--- src/rtl/strip_receiver_if.sv ---
// Port bundle for strip_receiver: serial LED input plus the decoded-byte write port and
// the frame status outputs.
interface strip_receiver_if;
  logic        strip_in;
  logic [12:0] mem_addr;
  logic [7:0]  mem_data;
  logic        mem_we;
  logic        frame_done;
  logic [12:0] frame_bytes;
  logic        err;

  modport master (
    input  strip_in,
    output mem_addr, mem_data, mem_we, frame_done, frame_bytes, err
  );

  modport slave (
    output strip_in,
    input  mem_addr, mem_data, mem_we, frame_done, frame_bytes, err
  );
endinterface

--- src/rtl/strip_receiver.sv ---
// Decodes a WS2812-style single-wire bitstream into bytes by high-pulse width and writes
// them to a byte-wide frame memory; a long low gap latches (terminates) the frame.
module strip_receiver #(
  parameter int INPUT_CLOCK_FREQ = 50000000,
  parameter int MAX_LEDS         = 5
) (
  input logic              clk,
  input logic              rst,
  strip_receiver_if.master bus
);
  localparam int THRESH_CYC   = INPUT_CLOCK_FREQ * 3 / 5000000;
  localparam int MAX_HIGH_CYC = INPUT_CLOCK_FREQ / 500000;
  localparam int LATCH_CYC    = INPUT_CLOCK_FREQ / 20000;
  localparam int CNT_W        = $clog2(LATCH_CYC) + 1;

  localparam logic [CNT_W-1:0] THRESH_C     = CNT_W'(THRESH_CYC);
  localparam logic [CNT_W-1:0] HIGH_LAST_C  = CNT_W'(MAX_HIGH_CYC - 1);
  localparam logic [CNT_W-1:0] LATCH_C      = CNT_W'(LATCH_CYC);
  localparam logic [CNT_W-1:0] LATCH_LAST_C = CNT_W'(LATCH_CYC - 1);
  localparam logic [12:0]      CAP_C        = 13'(MAX_LEDS * 3);

  typedef enum logic [1:0] {
    SYNC  = 2'd0,
    READY = 2'd1,
    HIGH  = 2'd2
  } state_t;

  state_t           state_q, state_d;
  logic             sync1_q, sync1_d;
  logic             sync2_q, sync2_d;
  logic             prev_q, prev_d;
  logic [CNT_W-1:0] low_cnt_q, low_cnt_d;
  logic [CNT_W-1:0] high_cnt_q, high_cnt_d;
  logic [7:0]       shift_q, shift_d;
  logic [2:0]       bit_cnt_q, bit_cnt_d;
  logic [12:0]      index_q, index_d;
  logic [12:0]      mem_addr_q, mem_addr_d;
  logic [7:0]       mem_data_q, mem_data_d;
  logic             mem_we_q, mem_we_d;
  logic             frame_done_q, frame_done_d;
  logic [12:0]      frame_bytes_q, frame_bytes_d;
  logic             err_q, err_d;

  logic       rise, fall, latch_hit, bit_val;
  logic [7:0] next_byte;

  always_comb begin
    sync1_d       = bus.strip_in;
    sync2_d       = sync1_q;
    prev_d        = sync2_q;
    state_d       = state_q;
    high_cnt_d    = high_cnt_q;
    shift_d       = shift_q;
    bit_cnt_d     = bit_cnt_q;
    index_d       = index_q;
    mem_addr_d    = mem_addr_q;
    mem_data_d    = mem_data_q;
    mem_we_d      = 1'b0;
    frame_done_d  = 1'b0;
    frame_bytes_d = frame_bytes_q;
    err_d         = err_q;

    rise      = sync2_q & ~prev_q;
    fall      = ~sync2_q & prev_q;
    bit_val   = (high_cnt_q >= THRESH_C);
    next_byte = {shift_q[6:0], bit_val};

    // Low counter tracks the current low run and saturates so a latch fires only once.
    if (sync2_q)
      low_cnt_d = '0;
    else if (low_cnt_q == LATCH_C)
      low_cnt_d = low_cnt_q;
    else
      low_cnt_d = low_cnt_q + 1'b1;
    latch_hit = ~sync2_q && (low_cnt_q == LATCH_LAST_C);

    // Index advances the cycle after the write strobe it addressed.
    if (mem_we_q)
      index_d = index_q + 13'd1;

    case (state_q)
      SYNC: begin
        index_d    = '0;
        mem_addr_d = '0;
        bit_cnt_d  = '0;
        shift_d    = '0;
        if (latch_hit) begin
          state_d = READY;
          err_d   = 1'b0;
        end
      end
      READY: begin
        if (rise) begin
          high_cnt_d = '0;
          state_d    = HIGH;
        end else if (latch_hit) begin
          if (index_q != 13'd0) begin
            frame_done_d  = 1'b1;
            frame_bytes_d = index_q;
          end
          bit_cnt_d  = '0;
          shift_d    = '0;
          index_d    = '0;
          mem_addr_d = '0;
          err_d      = 1'b0;
        end
      end
      HIGH: begin
        if (fall) begin
          shift_d   = next_byte;
          bit_cnt_d = bit_cnt_q + 3'd1;
          state_d   = READY;
          // Bytes past capacity are still shifted in but never written.
          if (bit_cnt_q == 3'd7 && index_q < CAP_C) begin
            mem_we_d   = 1'b1;
            mem_data_d = next_byte;
            mem_addr_d = index_q;
          end
        end else if (high_cnt_q == HIGH_LAST_C) begin
          err_d     = 1'b1;
          shift_d   = '0;
          bit_cnt_d = '0;
          state_d   = SYNC;
        end else begin
          high_cnt_d = high_cnt_q + 1'b1;
        end
      end
      default: state_d = SYNC;
    endcase
  end

  always_ff @(posedge clk or posedge rst) begin
    if (rst) begin
      state_q       <= SYNC;
      sync1_q       <= 1'b0;
      sync2_q       <= 1'b0;
      prev_q        <= 1'b0;
      low_cnt_q     <= '0;
      high_cnt_q    <= '0;
      shift_q       <= '0;
      bit_cnt_q     <= '0;
      index_q       <= '0;
      mem_addr_q    <= '0;
      mem_data_q    <= '0;
      mem_we_q      <= 1'b0;
      frame_done_q  <= 1'b0;
      frame_bytes_q <= '0;
      err_q         <= 1'b0;
    end else begin
      state_q       <= state_d;
      sync1_q       <= sync1_d;
      sync2_q       <= sync2_d;
      prev_q        <= prev_d;
      low_cnt_q     <= low_cnt_d;
      high_cnt_q    <= high_cnt_d;
      shift_q       <= shift_d;
      bit_cnt_q     <= bit_cnt_d;
      index_q       <= index_d;
      mem_addr_q    <= mem_addr_d;
      mem_data_q    <= mem_data_d;
      mem_we_q      <= mem_we_d;
      frame_done_q  <= frame_done_d;
      frame_bytes_q <= frame_bytes_d;
      err_q         <= err_d;
    end
  end

  assign bus.mem_addr    = mem_addr_q;
  assign bus.mem_data    = mem_data_q;
  assign bus.mem_we      = mem_we_q;
  assign bus.frame_done  = frame_done_q;
  assign bus.frame_bytes = frame_bytes_q;
  assign bus.err         = err_q;
endmodule
--- src/flat_wrapper.sv ---
// flat-port wrapper written by rule: the top's interface ports become plain ports
module strip_receiver_flat 
#(
  parameter int INPUT_CLOCK_FREQ = 50000000,
  parameter int MAX_LEDS         = 5
)
  (clk, rst, bus_strip_in, bus_mem_addr, bus_mem_data, bus_mem_we, bus_frame_done, bus_frame_bytes, bus_err);
  strip_receiver_if bus_i ();
  input logic clk;
  input logic rst;
  input wire logic [$bits(bus_i.strip_in)-1:0] bus_strip_in;
  output wire logic [$bits(bus_i.mem_addr)-1:0] bus_mem_addr;
  output wire logic [$bits(bus_i.mem_data)-1:0] bus_mem_data;
  output wire logic [$bits(bus_i.mem_we)-1:0] bus_mem_we;
  output wire logic [$bits(bus_i.frame_done)-1:0] bus_frame_done;
  output wire logic [$bits(bus_i.frame_bytes)-1:0] bus_frame_bytes;
  output wire logic [$bits(bus_i.err)-1:0] bus_err;
  assign bus_i.strip_in = bus_strip_in;
  assign bus_mem_addr = bus_i.mem_addr;
  assign bus_mem_data = bus_i.mem_data;
  assign bus_mem_we = bus_i.mem_we;
  assign bus_frame_done = bus_i.frame_done;
  assign bus_frame_bytes = bus_i.frame_bytes;
  assign bus_err = bus_i.err;
  strip_receiver #(.INPUT_CLOCK_FREQ(INPUT_CLOCK_FREQ), .MAX_LEDS(MAX_LEDS)) u_core (.clk(clk), .rst(rst), .bus(bus_i));
endmodule
--- config.mk ---
export PLATFORM = sky130hd
export DESIGN_NAME = strip_receiver_flat
export DESIGN_NICKNAME = d
export VERILOG_FILES = /design/src/rtl/strip_receiver_if.sv /design/src/rtl/strip_receiver.sv /design/src/flat_wrapper.sv
export SDC_FILE = /design/constraint.sdc
export NUM_CORES = 1
export LEC_CHECK = 0
export CAP_MARGIN = 20
export CORE_MARGIN = 5
export CORE_UTILIZATION = 25
export DETAILED_ROUTE_END_ITERATION = 8
export PLACE_DENSITY = 0.46
export SLEW_MARGIN = 20
export SYNTH_ARGS = -nofsm -noshare
export SYNTH_HDL_FRONTEND = slang
export SYNTH_SLANG_ARGS = --single-unit
--- constraint.sdc ---
create_clock -name clk -period 2.6 [get_ports clk]
set_clock_uncertainty 0.1 [all_clocks]
set_input_delay 0.26 -clock clk [delete_from_list [all_inputs] [get_ports clk]]
set_output_delay 0.26 -clock clk [all_outputs]
set_load 0.01 [all_outputs]
==> metrics.txt, run 1 <==
outcome=completed; Peak Freq=0.409 GHz; final setup fails=0; Post-synth EDFFs=0; Cell Pwr Density=505 nW/µm²; DPL Wire Length=7000 µm; die area=20000 µm²; Area Overhead vs Synth=22.9%; WS Path Type=reg2reg; top-count cell post-synth=dfrtp_1; Post-Synthesis Cell Area=4310 µm²; CTS max path bufs=2; M1 wire length=5040 µm; # IOs=40; YS warnings=0; WHS=254 ps; initial antenna violation count=0; first-pass GRT wire length=17100 µm; Synth Area per Inst=10.7 µm²; cts bufs inserted=9; Final Total Pwr=2.68 mW; H-tree levels=3; Slew Viols, Final=0; Worst Setup End Kind=flop; worst slew pin tran=701 ps; RSZ-0062 raised after global routing=no; placed insts=663; peak supply drop=0.286 mV; Final #Nets=460; final WL=10100 µm; Hold WC Path Type=reg2reg; total negative slack=0 ps; share of cells above drive strength 1=9.93%; vias post-DR=3245; via/cell ratio=4.79; GRT overflow=0; Iter 0 DRT Violations=150; die span in y=141 µm; slew margin rel.=53.2%; final period utilization=94.0%; drc violations=0; post-synthesis net count=415; fin cells=678; largest net degree at the start of global routing=35; Critical Path Start Type=flop; Starting Density=25.2%; Post-CTS Resized=0; CP max stage delay=450 ps; top routing layer in use=met4; number of global-route vias before repair=3279; worst path required time=2730 ps; Hold Buf Count CTS=0; PortBufs=39; synth cell count leaders=91 x dfrtp_1, 42 x nand2_1, 32 x nor2_1; RD Place Congestion=0.783; # clock sinks=91; # rows=48; Unique masters post-synth=47; DR WL/cell=14.8 µm; Worst Path Arrival=2570 ps; first-pass detailed-route iteration total=4; Skew-Pair Late Insertion Delay=340 ps; Clock Root Buffer=clkbuf_16; largest area contributor in the netlist=dfrtp_1; n_diodes=0; Max FO, Critical Path=10; Synth Flop Type=dfrtp_1; met3 WL=455 µm; Final Hold Viols=0; Clock transition at path regs=60 ps; remaining antenna violation count=0; synth top area cells=dfrtp_1 53%, nand2_1 3.7%, mux2_1 3.4%, a22o_1 3.0%, xnor2_1 2.8%; Async SR Flop Fraction=100%; LEAKAGE=2.25 nW; met2 WL=4390 µm; Overall Global Routing Usage=10.7%; Synth top area share=52.8%; Final min period=2440 ps; Yosys reg bits=91; Max Cap Viol=0; CP Cell Sequence=ha_1 -> or4b_1 -> or4_4 -> a22o_1 -> mux2_4; Die W=141 µm; register area share after synthesis=52.8%; Slowest-stage cell, CP=or4_4; CTS tree=built; Core ar.=17100 µm²; postcts setup bufs=0; cells after synthesis=404
final cells by class:
class,instances,area (µm²)
inverter,11,45.0
tap,225,282
clock inverter,3,15.0
timing repair buffer,52,513
multi-input combinational,284,1920
fill,1757,11800
sequential,91,2280
clock buffer,12,246
worst max-delay path: cells and delay by family, from the launching register on:
family / cells / cell delay, ps
compound gates: 1 / 360
fa+ha+maj: 1 / 260
flops: 1 / 420
mux: 1 / 300
simple gates: 2 / 890
layout by cell type, fill, tap and decap left out, types with 2 or more instances in the layout:
master           count
and4_1               2
xor2_1               7
nor4_2               3
nand2b_1             3
o211ai_1            16
and2_1               3
nand4_1             16
nand3_1             23
nor2_1              32
or4_4                3
clkbuf_16            9
nor4b_1              3
clkdlybuf4s50_1     39
o32a_1               4
mux2_1              13
ha_1                 8
clkbuf_1             2
a21oi_1              9
dfrtp_1             91
mux2i_1              5
nor2b_1              3
xnor2_1             14
or3_1                6
clkinv_2             3
buf_12               2
mux2_2               4
or4b_1               3
nor3_1              15
nor4_1               2
and3_1               3
buf_4               11
a22o_1              15
o31ai_1              4
o21ai_0              6
nor3b_1              3
or4_1                4
inv_1                9
nand2_1             42
cells by family (layout without fill, tap and decap cells):
family	count (synthesis)	count (layout)	synth area share (%)
buffers and inverters	29	78	2.79
xor gates and xnor gates	21	21	4.27
muxes	23	23	5.95
adders and majority gates	8	8	2.32
and+or+nand+nor	175	175	22.1
DFF	91	91	52.8
AOI/OAI and AO/OA	57	57	9.70
report_power, final:
part           switching (mW)  total [mW]  internal, mW  leakage, nW
clock network           0.521        1.19         0.664        0.132
registers             0.00688        1.43          1.42         1.26
logic                  0.0444      0.0631        0.0187        0.859
sequential cells by signal, indices dropped and copies added, names as in the netlist:
name	cells
u_core.index_q	13
u_core.sync1_q	1
u_core.bus.mem_we	1
u_core.bus.mem_data	8
u_core.bus.frame_done	1
u_core.bit_cnt_q	3
u_core.state_q	2
u_core.shift_q	7
u_core.prev_q	1
u_core.low_cnt_q	13
u_core.bus.err	1
u_core.high_cnt_q	13
u_core.bus.frame_bytes	13
u_core.prev_d	1
u_core.bus.mem_addr	13
worst paths after layout:
kind,endpoint,cells after the start,startpoint,slack [ps]
max,u_core.bit_cnt_q[0],5,u_core.high_cnt_q[1],160
min,u_core.prev_d,0,u_core.sync1_q,250
max reg2reg,u_core.bit_cnt_q[0],5,u_core.high_cnt_q[1],160
min reg2reg,u_core.prev_d,0,u_core.sync1_q,250
max in group asynchronous,u_core.shift_q[3],3,rst,1530
min in group asynchronous,u_core.bus.frame_bytes[10],2,rst,270
metrics by stage:
stage	cell area, µm²	worst slack [ps]	utilization [%]
finish	5300	155	31.0
global route	5300	54.8	31.0
CTS	5300	162	31.0
detailed placement	5040	181	29.4
global placement	5040	229	29.4
floorplan	4310	313	-
layer usage:
layer	global-route usage [%]	vias to the layer above
met2	15.6	63
met5	0	-
met4	4.03	0
met3	3.27	13
met1	15.0	1610
li1	-	1559
Power figures use the tool's default switching activity.
==> run 2, diff against run 1 <==
--- a/config.mk
+++ b/config.mk
@@ -9,6 +9,7 @@
 export CORE_MARGIN = 5
 export CORE_UTILIZATION = 25
 export DETAILED_ROUTE_END_ITERATION = 8
+export GPL_ROUTABILITY_DRIVEN = 0
 export PLACE_DENSITY = 0.46
 export SLEW_MARGIN = 20
 export SYNTH_ARGS = -nofsm -noshare
==> results of run 2 <==
No change in the layout: final DEF, timing and power equal those of run 1.
